### config.mk
export PLATFORM = sky130hd
export DESIGN_NAME = fa_nbit_seq
export DESIGN_NICKNAME = d
export VERILOG_FILES = /design/src/rtl/fa_nbit_seq.sv
export SDC_FILE = /design/constraint.sdc
export NUM_CORES = 1
export LEC_CHECK = 0
export BUFFER_PORTS_ARGS = -buffer_cell sky130_fd_sc_hd__buf_2
export CAP_MARGIN = 40
export CELL_PAD_IN_SITES_DETAIL_PLACEMENT = 0
export CELL_PAD_IN_SITES_GLOBAL_PLACEMENT = 2
export CORE_MARGIN = 2
export CORE_UTILIZATION = 41
export DETAILED_ROUTE_END_ITERATION = 12
export GPL_TIMING_DRIVEN = 0
export PLACE_DENSITY = 0.93
export SYNTH_ARGS = -nofsm -noshare
export SYNTH_HDL_FRONTEND = slang
export SYNTH_SLANG_ARGS = --single-unit
### constraint.sdc
create_clock -name clk -period 4.6 [get_ports clk]
set_input_delay 0.69 -clock clk [delete_from_list [all_inputs] [get_ports clk]]
set_output_delay 0.69 -clock clk [all_outputs]
set_load 0.005 [all_outputs]
### src/rtl/fa_nbit_seq.sv
// Multi-cycle WIDTH-bit adder/subtractor: adds CHUNK bits per clock through a
// registered carry, with a start/busy/done handshake and signed-overflow flag.
module fa_nbit_seq #(
  parameter int WIDTH = 16,
  parameter int CHUNK = 4
) (
  input  logic             clk,
  input  logic             rst,
  input  logic             start,
  input  logic             sub,
  input  logic [WIDTH-1:0] a,
  input  logic [WIDTH-1:0] b,
  input  logic             ci,
  output logic             busy,
  output logic             done,
  output logic [WIDTH-1:0] so,
  output logic             co,
  output logic             ovf
);

  localparam int N  = WIDTH / CHUNK;
  localparam int KW = (N > 1) ? $clog2(N) : 1;
  localparam logic [KW-1:0] K_LAST = KW'(N - 1);

  typedef enum logic [1:0] {S_IDLE, S_RUN, S_DONE} state_t;

  state_t           state_q, state_d;
  logic [KW-1:0]    k_q, k_d;
  logic             carry_q, carry_d;
  logic [WIDTH-1:0] a_q, a_d;
  logic [WIDTH-1:0] b_q, b_d;
  logic [WIDTH-1:0] acc_q, acc_d;
  logic [WIDTH-1:0] so_q, so_d;
  logic             co_q, co_d;
  logic             ovf_q, ovf_d;
  logic             busy_q, busy_d;
  logic             done_q, done_d;

  int               base;
  logic [CHUNK-1:0] a_c, b_c;
  logic [CHUNK:0]   sum_c;
  logic             c_msb;
  logic             capture;

  always_comb begin
    state_d = state_q;
    k_d     = k_q;
    carry_d = carry_q;
    a_d     = a_q;
    b_d     = b_q;
    acc_d   = acc_q;
    so_d    = so_q;
    co_d    = co_q;
    ovf_d   = ovf_q;

    base  = int'(k_q) * CHUNK;
    a_c   = a_q[base +: CHUNK];
    b_c   = b_q[base +: CHUNK];
    sum_c = {1'b0, a_c} + {1'b0, b_c} + {{CHUNK{1'b0}}, carry_q};
    // Carry into the chunk MSB, recovered from its sum bit; meaningful on the last chunk.
    c_msb = sum_c[CHUNK-1] ^ a_c[CHUNK-1] ^ b_c[CHUNK-1];

    capture = start && (state_q != S_RUN);

    case (state_q)
      S_RUN: begin
        acc_d[base +: CHUNK] = sum_c[CHUNK-1:0];
        carry_d              = sum_c[CHUNK];
        if (k_q == K_LAST) begin
          state_d = S_DONE;
          k_d     = '0;
          so_d    = acc_d;
          co_d    = sum_c[CHUNK];
          ovf_d   = c_msb ^ sum_c[CHUNK];
        end else begin
          k_d = k_q + 1'b1;
        end
      end
      S_DONE:  state_d = S_IDLE;
      default: state_d = S_IDLE;
    endcase

    // Subtraction is a + ~b + 1, so only the capture path knows about sub.
    if (capture) begin
      state_d = S_RUN;
      k_d     = '0;
      a_d     = a;
      b_d     = sub ? ~b : b;
      carry_d = sub ? 1'b1 : ci;
    end

    busy_d = (state_d == S_RUN);
    done_d = (state_d == S_DONE);
  end

  always_ff @(posedge clk or posedge rst) begin
    if (rst) begin
      state_q <= S_IDLE;
      k_q     <= '0;
      carry_q <= 1'b0;
      so_q    <= '0;
      co_q    <= 1'b0;
      ovf_q   <= 1'b0;
      busy_q  <= 1'b0;
      done_q  <= 1'b0;
    end else begin
      state_q <= state_d;
      k_q     <= k_d;
      carry_q <= carry_d;
      so_q    <= so_d;
      co_q    <= co_d;
      ovf_q   <= ovf_d;
      busy_q  <= busy_d;
      done_q  <= done_d;
    end
  end

  always_ff @(posedge clk) begin
    a_q   <= a_d;
    b_q   <= b_d;
    acc_q <= acc_d;
  end

  assign busy = busy_q;
  assign done = done_q;
  assign so   = so_q;
  assign co   = co_q;
  assign ovf  = ovf_q;

endmodule

==> results by group <==
Run status
  • Outcome: finished clean

Global routing
  • Via count of the first global-routing pass: 1898
  • Largest net degree at the start of global routing: 24
  • Antenna violations before repair: 0
  • Final global-route overflow total: 0
  • Overall track demand over capacity in global routing: 14.1%
  • Global-route wire length before repair: 9020 µm

Setup path
  • R2R depth: 10
  • Top delay family on crit path: adder cells
  • CP max-delay cell: sky130_fd_sc_hd__mux4_2
  • Arrival time reported for the critical path endpoint: 3670 ps
  • Crit path buf inv count: 2
  • Depth of the critical timing path with buffers and inverters included: 10
  • Delay of the slowest cell on the worst path: 580 ps
  • Required arrival time at the worst endpoint: 4870 ps
  • Type of element launching the critical path: register
  • Setup slack of the most critical reg-to-reg path: 1200 ps
  • Kind of capture point of the worst setup path: register
  • Most frequent CP cell: sky130_fd_sc_hd__fa_1
  • Worst Setup Path Type: reg -> reg
  • Sequence of cells on the critical path: buf_6 > buf_2 > mux4_2 > fa_1 > fa_1 > a21o_1 > a21oi_1 > xnor3_1 > xor2_1 > o21ai_1
  • Critical path peak fanout: 10

Drt
  • Remaining antenna violation count: 0
  • Residual DRC: 0
  • Number of vias in the routed layout: 1848
  • Number of vias per cell: 4.69
  • DR top layer: met4
  • Wire length on met1: 2350 µm
  • Detailed Route WL: 5240 µm
  • Met3 Wirelength: 237 µm
  • Routed len/inst: 13.3 µm
  • Initial DRT Pass Iterations: 4
  • Initial DRC Count: 97
  • WL met2: 2540 µm

Logic synthesis
  • Per-instance average area after synthesis: 14.6 µm²
  • Share of flip-flops with an asynchronous set or reset after synthesis: 34.2%
  • Sequential element share of the synthesized area: 64.5%
  • Top_reg_cell synth: sky130_fd_sc_hd__edfxtp_1
  • Yosys synthesis warning count: 0
  • Area of the mapped netlist: 3200 µm²
  • EDFF count, synth: 48
  • Post-Syn Instances: 219
  • Unique cell type count in the Yosys netlist: 34
  • Net count after synthesis: 267
  • Register bit total from synthesis: 73

Power and ir drop
  • Power density of the placed cells: 721 nW/µm²
  • Peak supply drop: 0.249 mV
  • LEAKAGE: 1.68 nW

Cells and area
  • Area growth from synthesis to layout: 20.7%
  • Filler-free cell count of the finished design: 394
  • Net total in the final layout: 335
  • Antenna fix cells: 0
  • Count of fill cells added during filler insertion: 681
  • Final cell utilization of the core: 50.5%
  • Share of final-layout standard cells stronger than drive strength 1: 34.2%

Clock network
  • Clock input transition at the sequential cells of the worst setup and hold paths: 80 ps
  • Cell at the root of the clock tree: sky130_fd_sc_hd__clkbuf_8
  • Setup Fix Bufs, Post-CTS: 0
  • Number of H-tree branching levels: 3
  • Clock network latency to the later pin of the worst-skew pair: 350 ps
  • Quantity of hold-fixing buffers added after cts: 0
  • CTS tree: done
  • Clock sink total: 73
  • Number of clock buffers inserted by TritonCTS: 9
  • Post-CTS Resized: 0
  • Maximum count of clock buffers along a single path: 2

Placed design
  • Port bufs: 55
  • Placed cell count: 378
  • Placer Congestion: 0.773
  • Final HPWL from detailed placement: 3990 µm

Timing
  • Timing-limited maximum frequency: 294 MHz
  • Final critical-path share of the clock period: 73.8%
  • Unrepaired setup endpoints after global routing: false
  • Final hold viol count: 0
  • Relative max-transition margin: 57.3%
  • Post-Route Skew: 9.15 ps
  • Post-layout min period: 3400 ps
  • Setup TNS: 0 ps
  • Actual transition at the worst max-transition pin: 638 ps
  • Final setup viols: 0
  • Total count of max-transition violations in the final report: 0

Floorplanning
  • Floorplan die area: 8530 µm²
  • Height of the die: 92.4 µm
  • Total number of placement rows: 32
  • Initial core utilization: 41.9%
  • Overall die width: 92.4 µm
  • Core box area: 7650 µm²
  • Ports placed on the boundary: 57

Run
  • Number of max-capacitance violations reported: 0

Min path
  • Kind of path behind the tightest hold check: in -> async
## layout make-up
class                   instances  area [µm²]  area share (%)
plain buffers                   7        40.0            1.04
clock buffers                   9         124            3.20
clock inverters                 7         103            2.65
inverters                      19        71.3            1.85
multi-input cells             120        1030            26.6
flip-flops and latches         73        2070            53.5
well taps                     102         128            3.30
repair buffers                 57         305            7.90
## Yosys cell counts (2+ instances only)
library cell / count / area (µm²)
sky130_fd_sc_hd__mux2_2: 10 / 113
sky130_fd_sc_hd__mux2_1: 3 / 33.8
sky130_fd_sc_hd__and2_1: 2 / 12.5
sky130_fd_sc_hd__o22ai_1: 6 / 37.5
sky130_fd_sc_hd__inv_1: 18 / 67.6
sky130_fd_sc_hd__dfrtp_1: 25 / 626
sky130_fd_sc_hd__nor3b_1: 2 / 15.0
sky130_fd_sc_hd__a21o_1: 2 / 15.0
sky130_fd_sc_hd__buf_2: 5 / 25.0
sky130_fd_sc_hd__nor2_1: 5 / 18.8
sky130_fd_sc_hd__a21oi_1: 2 / 10.0
sky130_fd_sc_hd__o21ai_0: 4 / 20.0
sky130_fd_sc_hd__nor2b_1: 3 / 18.8
sky130_fd_sc_hd__nand2b_1: 2 / 12.5
sky130_fd_sc_hd__mux4_2: 8 / 180
sky130_fd_sc_hd__edfxtp_1: 48 / 1440
sky130_fd_sc_hd__ha_1: 9 / 113
sky130_fd_sc_hd__xor2_1: 17 / 149
sky130_fd_sc_hd__fa_1: 2 / 40.0
sky130_fd_sc_hd__o41ai_1: 2 / 17.5
sky130_fd_sc_hd__nand2_1: 25 / 93.8
sky130_fd_sc_hd__o21ai_1: 7 / 35.0
## cell usage in the layout, fill, tap and decap left out, drive strengths merged, types with 2 or more instances in the layout
master | synthesis | final
buf | 6 | 63
edfxtp | 48 | 48
nand2 | 25 | 25
dfrtp | 25 | 25
inv | 19 | 20
xor2 | 18 | 18
mux2 | 13 | 13
o21ai | 11 | 11
clkbuf | 1 | 10
ha | 9 | 9
mux4 | 8 | 8
o22ai | 6 | 6
nor2 | 5 | 5
clkinv | 0 | 3
nor2b | 3 | 3
a21o | 2 | 2
a21oi | 2 | 2
nand2b | 2 | 2
o41ai | 2 | 2
nor3b | 2 | 2
and2 | 2 | 2
fa | 2 | 2
bufinv | 0 | 2
## worst reg2reg max path, delay by kind of cell (launching register included)
family	cells	cell delay (ps)
adders and majority gates	2	870
AOI/OAI and AO/OA	3	580
muxes	1	580
buffers and inverters	2	460
xor gates and xnor gates	2	430
DFF	1	410
## cells by family (layout without fill, tap and decap cells)
logic type	Yosys count	in the layout	share of synthesized area (%)
xor gates and xnor gates	20	20	6.13
and+or+nand+nor	42	42	5.86
buffers and inverters	26	99	3.48
AOI/OAI and AO/OA	25	25	4.73
muxes	22	22	10.5
adders and majority gates	11	11	4.77
DFF	73	73	64.5
## flip-flops by register name (all words and copies together) (netlist names)
signal	cells
a_q	16
acc_q	16
b_q	16
carry_q	1
co	1
so	16
state_q	2
ovf	1
k_q	2
done	1
busy	1
## power by group
group,switching [W],internal [W]
Clock,0.000245,0.000310
Combinational,0.000648,0.000514
Sequential,0.0000776,0.000993
## path summary, 6_finish.rpt
path | start | to
worst max register to register | k_q[0] | ovf
worst min register to register | so[2] | so[2]
worst min-delay path | rst | carry_q
min in group clk | so[2] | so[2]
max in group asynchronous | rst | so[8]
worst max-delay path | k_q[0] | ovf
## per-stage QoR
stage / hold WS [ps] / instance area (µm²) / power [W] / setup slack [ps]
final: 345 / 3860 / 0.00279 / 1200
after global routing: 388 / 3860 / 0.00300 / 990
after CTS: 359 / 3860 / 0.00284 / 1130
after detailed placement: 461 / 3640 / 0.00228 / 1140
after global placement: 464 / 3610 / 0.00224 / 1170
after floorplan: 470 / 3200 / 0.00192 / 1510
## metal layers
layer  GRT usage (%)  vias to the layer above
li1                -                      913
met5               0                        -
met3            3.50                       10
met4            7.84                        0
met1            17.5                      879
met2            22.7                       46
Note: power is estimated with default switching activity, not from simulation.
